<file path="src/rtl/sr_flag_arbiter_if.sv">
// Requester handshakes and SR-bank wiring for sr_flag_arbiter.
// master = requesters + SR bank side, slave = the arbiter.
interface sr_flag_arbiter_if #(
  parameter int N   = 8,
  parameter int IDW = 3
) ();
  logic           a_req;
  logic           a_op;
  logic [IDW-1:0] a_idx;
  logic           a_ack;
  logic           b_req;
  logic           b_op;
  logic [IDW-1:0] b_idx;
  logic           b_ack;
  logic [N-1:0]   s_out;
  logic [N-1:0]   r_out;
  logic [N-1:0]   q_in;
  logic           busy;
  logic           err;

  modport master (
    output a_req, a_op, a_idx, b_req, b_op, b_idx, q_in,
    input  a_ack, b_ack, s_out, r_out, busy, err
  );

  modport slave (
    input  a_req, a_op, a_idx, b_req, b_op, b_idx, q_in,
    output a_ack, b_ack, s_out, r_out, busy, err
  );
endinterface

</file>
<file path="src/rtl/sr_flag_arbiter.sv">
// Round-robin arbiter sharing a bank of N SR flags between two requesters.
// One op per 3 cycles: grant -> s/r pulse -> q check + ack.

// One flag's s/r driver; s and r are only ever loaded as complements of op.
module sr_flag_lane (
  input  logic clk,
  input  logic rst_n,
  input  logic fire,
  input  logic clr,
  input  logic op,
  output logic s,
  output logic r
);
  always_ff @(posedge clk or negedge rst_n) begin
    if (!rst_n) begin
      s <= 1'b0;
      r <= 1'b0;
    end else if (clr) begin
      s <= 1'b0;
      r <= 1'b0;
    end else if (fire) begin
      s <= op;
      r <= !op;
    end
  end
endmodule

module sr_flag_arbiter #(
  parameter int N   = 8,
  parameter int IDW = 3
) (
  input logic          clk,
  input logic          rst_n,
  sr_flag_arbiter_if.slave bus
);
  localparam int QW = 1 << IDW;
  localparam logic [IDW:0] NLIM = (IDW+1)'(N);

  typedef enum logic [1:0] {IDLE, DRIVE, CHECK} state_t;

  state_t         state;
  logic           last_b;    // 1: B was served last, so A wins the next tie
  logic           win_b_q;
  logic           op_q;
  logic [IDW-1:0] idx_q;
  logic           ill_q;
  logic           a_ack_q;
  logic           b_ack_q;

  logic           any_req;
  logic           win_b;
  logic           op_w;
  logic [IDW-1:0] idx_w;
  logic           ill_w;
  logic           fire;
  logic [N-1:0]   s_vec;
  logic [N-1:0]   r_vec;
  logic [QW-1:0]  q_ext;

  assign any_req = bus.a_req || bus.b_req;
  assign win_b   = bus.b_req && (!bus.a_req || !last_b);
  assign op_w    = win_b ? bus.b_op  : bus.a_op;
  assign idx_w   = win_b ? bus.b_idx : bus.a_idx;
  assign ill_w   = {1'b0, idx_w} >= NLIM;
  assign fire    = (state == IDLE) && any_req && !ill_w;

  for (genvar i = 0; i < N; i++) begin : g_lane
    sr_flag_lane u_lane (
      .clk  (clk),
      .rst_n(rst_n),
      .fire (fire && (idx_w == IDW'(i))),
      .clr  (state == DRIVE),
      .op   (op_w),
      .s    (s_vec[i]),
      .r    (r_vec[i])
    );
  end

  always_ff @(posedge clk or negedge rst_n) begin
    if (!rst_n) begin
      state   <= IDLE;
      last_b  <= 1'b1;
      win_b_q <= 1'b0;
      op_q    <= 1'b0;
      idx_q   <= '0;
      ill_q   <= 1'b0;
      a_ack_q <= 1'b0;
      b_ack_q <= 1'b0;
    end else begin
      case (state)
        IDLE: begin
          a_ack_q <= 1'b0;
          b_ack_q <= 1'b0;
          if (any_req) begin
            last_b  <= win_b;
            win_b_q <= win_b;
            op_q    <= op_w;
            idx_q   <= idx_w;
            ill_q   <= ill_w;
            if (ill_w) begin
              state   <= CHECK;
              a_ack_q <= !win_b;
              b_ack_q <= win_b;
            end else begin
              state <= DRIVE;
            end
          end
        end
        DRIVE: begin
          state   <= CHECK;
          a_ack_q <= !win_b_q;
          b_ack_q <= win_b_q;
        end
        default: begin
          state   <= IDLE;
          a_ack_q <= 1'b0;
          b_ack_q <= 1'b0;
        end
      endcase
    end
  end

  // q only settles after the pulse edge, so err is judged live in CHECK
  assign q_ext     = QW'(bus.q_in);
  assign bus.err   = (state == CHECK) && (ill_q || (q_ext[idx_q] != op_q));
  assign bus.busy  = (state != IDLE);
  assign bus.a_ack = a_ack_q;
  assign bus.b_ack = b_ack_q;
  assign bus.s_out = s_vec;
  assign bus.r_out = r_vec;
endmodule

</file>
<file path="src/flat_wrapper.sv">
// flat-port wrapper written by rule: the top's interface ports become plain ports
module sr_flag_arbiter_flat 
#(
  parameter int N   = 8,
  parameter int IDW = 3
)
  (clk, rst_n, bus_a_req, bus_a_op, bus_a_idx, bus_b_req, bus_b_op, bus_b_idx, bus_q_in, bus_a_ack, bus_b_ack, bus_s_out, bus_r_out, bus_busy, bus_err);
  sr_flag_arbiter_if #(.N(N), .IDW(IDW)) bus_i ();
  input logic clk;
  input logic rst_n;
  input wire logic [$bits(bus_i.a_req)-1:0] bus_a_req;
  input wire logic [$bits(bus_i.a_op)-1:0] bus_a_op;
  input wire logic [$bits(bus_i.a_idx)-1:0] bus_a_idx;
  input wire logic [$bits(bus_i.b_req)-1:0] bus_b_req;
  input wire logic [$bits(bus_i.b_op)-1:0] bus_b_op;
  input wire logic [$bits(bus_i.b_idx)-1:0] bus_b_idx;
  input wire logic [$bits(bus_i.q_in)-1:0] bus_q_in;
  output wire logic [$bits(bus_i.a_ack)-1:0] bus_a_ack;
  output wire logic [$bits(bus_i.b_ack)-1:0] bus_b_ack;
  output wire logic [$bits(bus_i.s_out)-1:0] bus_s_out;
  output wire logic [$bits(bus_i.r_out)-1:0] bus_r_out;
  output wire logic [$bits(bus_i.busy)-1:0] bus_busy;
  output wire logic [$bits(bus_i.err)-1:0] bus_err;
  assign bus_i.a_req = bus_a_req;
  assign bus_i.a_op = bus_a_op;
  assign bus_i.a_idx = bus_a_idx;
  assign bus_i.b_req = bus_b_req;
  assign bus_i.b_op = bus_b_op;
  assign bus_i.b_idx = bus_b_idx;
  assign bus_i.q_in = bus_q_in;
  assign bus_a_ack = bus_i.a_ack;
  assign bus_b_ack = bus_i.b_ack;
  assign bus_s_out = bus_i.s_out;
  assign bus_r_out = bus_i.r_out;
  assign bus_busy = bus_i.busy;
  assign bus_err = bus_i.err;
  sr_flag_arbiter #(.N(N), .IDW(IDW)) u_core (.clk(clk), .rst_n(rst_n), .bus(bus_i));
endmodule
</file>
<file path="config.mk">
export PLATFORM = sky130hd
export DESIGN_NAME = sr_flag_arbiter_flat
export DESIGN_NICKNAME = d
export VERILOG_FILES = /design/src/rtl/sr_flag_arbiter_if.sv /design/src/rtl/sr_flag_arbiter.sv /design/src/flat_wrapper.sv
export SDC_FILE = /design/constraint.sdc
export NUM_CORES = 1
export LEC_CHECK = 0
export CAP_MARGIN = 20
export CORE_MARGIN = 2
export CORE_UTILIZATION = 44
export CTS_CLUSTER_SIZE = 14
export DETAILED_ROUTE_END_ITERATION = 10
export PLACE_DENSITY = 0.75
export SLEW_MARGIN = 0
export SYNTH_ARGS = -nofsm -noshare
export SYNTH_HDL_FRONTEND = slang
export SYNTH_SLANG_ARGS = --single-unit
</file>
<file path="constraint.sdc">
create_clock -name clk -period 4.4 [get_ports clk]
set_clock_uncertainty 0.15 [all_clocks]
set_input_delay 1.32 -clock clk [delete_from_list [all_inputs] [get_ports clk]]
set_output_delay 1.32 -clock clk [all_outputs]
set_load 0.005 [all_outputs]
</file>
After elaboration in Yosys (flattened, before gate mapping)
Index checks and enable logic that the tools add are counted.
- register bits after elaboration: 26
- input bits: 20
- logic and storage cells: 104
- $lt $le $gt $ge: 1
- equality and inequality tests: 11
- muxes and demuxes: 40
- reductions and logical operators: 29
- operators with widths (cell ; count):
    $mux 1 ; 36
    $reduce_bool 2->1 ; 9
    $eq 3x3->1 const B ; 4
    $logic_and 1x1->1 ; 11
    $eq 3x2->1 const B ; 2
    $logic_not 1->1 ; 4
    $lt 3x4->1 const B ; 1
    $pmux 2 s2 ; 1
    $bmux 1 s3 ; 1
    $eq 3x1->1 const B ; 1
    $logic_not 3->1 ; 1
    $mux 3 ; 1
    $eq 2x1->1 const B ; 1
    $eq 2x2->1 const B ; 1
    $logic_not 2->1 ; 1
    $logic_or 1x1->1 ; 2
    $mux 2 ; 1
    $ne 2x1->1 const B ; 1
    $reduce_and 2->1 ; 1
    $ne 1x1->1 ; 1

Depth between registers and ports, before layout
- depth in word-level cells: 8
- mapped depth: 6
- mapped depth without buffers: 5

Hierarchy
A second synthesis with hierarchy kept.
- cells, all modules: 107
- area, all modules: 1305.0 um2
- modules (own cells, without submodules) (module ; times used ; cells an instance ; area each (um2) ; seq. area each (um2)):
    sr_flag_lane ; 8 ; 7 ; 86.3 ; 50.0
    sr_flag_arbiter ; 1 ; 51 ; 614.3 ; 251.5

Least setup slack after synthesis
OpenSTA, ideal clock, no wires.
- path kind: input-to-output
- start point: input port bus_q_in[7]
- end point: output port bus_err
- arrival: 2.217 ns
- data required time: 2.930 ns
- slack: 0.713 ns
- cell stages on the path: 4
- path through: mux4_2 mux2i_1 xor2_1 nor3b_1
- longest elaborated chain between the ends: 4
- ends and longest elaborated chain (item ; RTL line ; text):
    start: declaration ; flat_wrapper.sv:17 ; input wire logic [$bits(bus_i.q_in)-1:0] bus_q_in;
    $bmux 1 s3 ; sr_flag_arbiter.sv:125 ; assign bus.err = (state == CHECK) && (ill_q || (q_ext[idx_q] != op_q));
    $mux 1 (implied by the code) ; sr_flag_arbiter.sv:125 ;
    $ne 1x1->1 ; sr_flag_arbiter.sv:125 ;
    $logic_and 1x1->1 ; sr_flag_arbiter.sv:125 ;
    end: declaration ; flat_wrapper.sv:23 ; output wire logic [$bits(bus_i.err)-1:0] bus_err;
No other way between the ends. The select of a mux whose other input is x is not followed.

Worst setup path in the final report
Ends and elaborated chain as after synthesis.

==> reports/results.md <==
* result of the run: completed
* area inside the core boundary: 3284 um^2
* reg-to-reg startpoint: u_core.state[1]
* number of library cell types mapped by synthesis: 34
* Comb power frac: 0.444
* CP Data Required Time: 2930 ps
* mux contribution to synthesized area: 0.1727
* global-route wire length before repair: 5092 um
* portion of total power attributed to the clock network: 0.121
* critical path class: in -> out
* number of antenna cells inserted: 0
* final period demand of the worst path: 4288 ps
* Synth Area in Adders: 0
* WP buf/inv: 2
* register area share after synthesis: 0.4412
* Clock H-tree levels: 1
* Sum Neg Setup Slack: 0 ps
* hold_sp: u_core.win_b_q
* power density over the cells: 478.1 nW/um^2
* Pleak: 0.0007627 uW
* number of setup violations in the final report: 0
* Max VDD drop: 0.0002158 V
* Yosys warning count: 0
* CP endpoint kind: primary output
* combinational family with the most area after synthesis: simple AND/OR/NAND/NOR gates
* power dissipated by switching net loads: 310.1 uW
* number of clock buffers inserted by TritonCTS: 3
* Placed Cells incl. Taps: 207
* drt first-iter violations: 26
* die extent in y: 61.95 um
* Root Driver: clkbuf_4
* share of the cycle needed by the critical path after routing: 0.9745
* Yosys top cell by area: dfrtp_1
* number of cells on the worst hold path: 1
* number of nets at the end of the flow: 187
* Std-Cell Rows: 21
* max capacitance violation total: 0
* multi-input logic area: 663.1 um^2
* average vias per placed instance: 5.094
* final count of hold timing violations: 0
* die footprint: 3838 um^2
* Top Usage Layer GRT: met2
* final instance area: 1807 um^2
* sum of internal, switching and leakage power: 863.8 uW
* routability cong.: 0.7577
* xor and xnor fraction of the mapped netlist area: 0.005927
* total nets after synthesis: 164
* largest incremental delay on the critical path: 470 ps
* antenna violations before repair: 0
* share of post-route cells with drive strength above 1: 0.07831
* complex-gate fraction of the synthesized area: 0.08467
* relative slew slack: 0.4546
* vias after detailed routing: 1080
* number of clock sinks seen by CTS: 26
* number of buffers inserted by hold repair at cts: 0
* share of Yosys cell area claimed by the top area cell type: 0.4234
* number of synthesized register bits: 26
* peak fanout along the critical path: 1
* internal power: 553.7 uW
* EDFF count, synth: 0
* worst-path cell with the longest stage delay: mux4_2
* clock-pin slew on the worst setup and hold paths: 130 ps
* top achievable clock speed: 233.2 MHz
* mean post-synth cell area: 10.26 um^2
* post-place instance area: 1770 um^2
* post-CTS setup repair buffer count: 0
* count of final max-slew check failures: 0
* die outline width: 61.95 um
* Worst Hold Endpoint: u_core.bus.a_ack
* worst path cell trace: clkdlybuf4s50_1, mux4_2, mux2i_1, xor2_1, nor3b_1, clkbuf_2
* clock network latency to the later pin of the worst-skew pair: 320 ps
* Post-Syn Instances: 144
* arrival time at the worst endpoint: 2820 ps
* top-level port count: 40
* met2 Use GR: 0.3065
* most frequently used flop master after synthesis: dfrtp_1
* cell area after technology mapping: 1478 um^2
* r2r worst-path depth: 5
* FF-to-FF setup slack: 2060 ps
* hold_ws: 319.6 ps
* Simple-Gate Fraction of Synth Area: 0.1854
* top cells by area in the synthesized netlist: dfrtp_1 42%, mux2i_1 14%, buf_4 8.6%
* sequential group share of total power: 0.436
* async set-or-reset flop fraction in the synthesized netlist: 1.000
* global-route met3 utilization: 0.04141
* setup repair after global routing missed its margin: false
* drc violations: 0
* delay-heaviest family, CP: multiplexers
* count of TritonRoute iterations in the first routing pass: 4
* final std cells w/o fill: 212
* grt total ovfl: 0
* switch share: 0.3590
* Setup crit start kind: primary input
* largest net degree at the start of global routing: 27
* Clock Path Buffers: 2
* final antenna-violating net count: 0
* number of buffers inserted by port buffering: 39
* post-detailed-routing wire length: 3131 um
* Slew @ Worst Pin: 813.3 ps
* vias in the first global route: 1110
* WL per Instance: 14.77 um
* leading cell types in the layout, fill and taps excluded: 38 x clkdlybuf4s50_1, 25 x dfrtp_1, 23 x nand2_1, 21 x mux2i_1, 9 x nor2_1
* TritonCTS clock tree: built
* overall track demand over capacity in global routing: 0.1859
* detailed placement HPWL: 2246 um
* path category of the worst min-delay check: reg -> reg
* FILL cells: 304
* met1 track demand over resource in global routing: 0.2405
* most frequent standard cell in the layout excluding fill and tap cells: clkdlybuf4s50_1
* reg-to-reg endpoint: u_core.g_lane[6].u_lane.s
* area added between synthesis and finish: 22.27%
* Seq. cell area: 651.9 um^2
* initial core utilization: 0.4499
## per-stage QoR
stage                     worst slack (ps)  utilization
final                                112.1       0.5501
after floorplan                      713.2            -
after detailed placement            -250.9       0.5390
after CTS                            15.36       0.5467
after global routing                 56.76       0.5501
after global placement              -202.9       0.5390
## flip-flops by register name, indices dropped and copies added, names as in the netlist
register	flops
u_core.op_q	1
u_core.bus.b_ack	1
u_core.idx_q	3
u_core.g_lane.u_lane.s	8
u_core.win_b_q	1
u_core.bus.a_ack	1
u_core.state	2
u_core.last_b	1
u_core.g_lane.u_lane.r	8
## final cells by class
cell class | instances | share of cell area
Clock buffer | 4 | 0.01454
Inverter | 2 | 0.004155
Multi-Input combinational cell | 94 | 0.3670
Sequential cell | 26 | 0.3608
Tap cell | 46 | 0.03186
Timing Repair Buffer | 40 | 0.2216
## per-layer routing
| layer | part of all wire | vias to the layer above | routed length, um |
|---|---|---|---|
| li1 | - | 528 | - |
| met1 | 0.44 | 514 | 1377 |
| met2 | 0.48 | 34 | 1509 |
| met3 | 0.067 | 4 | 211 |
| met4 | 0.011 | 0 | 33 |
| met5 | 0 | - | 0 |
## power groups by stage
| stage | combinational [uW] | clock, uW | sequential [uW] |
|---|---|---|---|
| 6_report | 383 | 104 | 376 |
| 5_1_grt | 428 | 123 | 387 |
| 4_1_cts | 389 | 109 | 377 |
| 3_5_place_dp | 388 | 0 | 381 |
| 3_3_place_gp | 376 | 0 | 376 |
| 2_1_floorplan | 272 | 0 | 368 |
## what timing repair did
action                     4_1_cts  5_1_grt
setup endpoints to repair        1        1
pin swaps                        0        1
gates resized for setup          1        2
## how the worst max path moves through the flow
stage | from | to | slack (ps) | cells past startpoint
5_1_grt | bus_q_in[2] | bus_err | 60 | 6
3_5_place_dp | bus_q_in[7] | bus_err | -250 | 6
4_1_cts | bus_q_in[7] | bus_err | 20 | 6
3_3_place_gp | bus_q_in[7] | bus_err | -200 | 6
2_1_floorplan | bus_q_in[7] | bus_err | 710 | 4
6_report | bus_q_in[7] | bus_err | 110 | 6
## cells by family (layout without fill, tap and decap cells)
kind of cell | after synthesis | after routing
flip-flops | 26 | 26
AND/OR/NAND/NOR | 53 | 53
AO/OA/AOI/OAI | 17 | 17
buffers and inverters | 24 | 46
multiplexers | 23 | 23
XOR/XNOR | 1 | 1
## worst register-to-register path, cell delays in order (launching register included)
cell and delay, ps:
dfrtp_1 410, nor2_1 300, inv_1 210, nor2_1 610, o21ai_0 360, mux2i_1 200
## cells in the mapped netlist (all sizes together), types with 2 or more instances
library cell / number
inv: 2
mux4: 2
nor2: 9
a21oi: 6
dfrtp: 25
buf: 20
clkbuf: 2
nor3b: 2
o21ai: 3
nand2b: 2
nor2b: 3
or4b: 3
a211oi: 4
a21boi: 2
nand3: 2
mux2i: 21
and3: 2
nand2: 23
(Power assumes the default switching activity.)
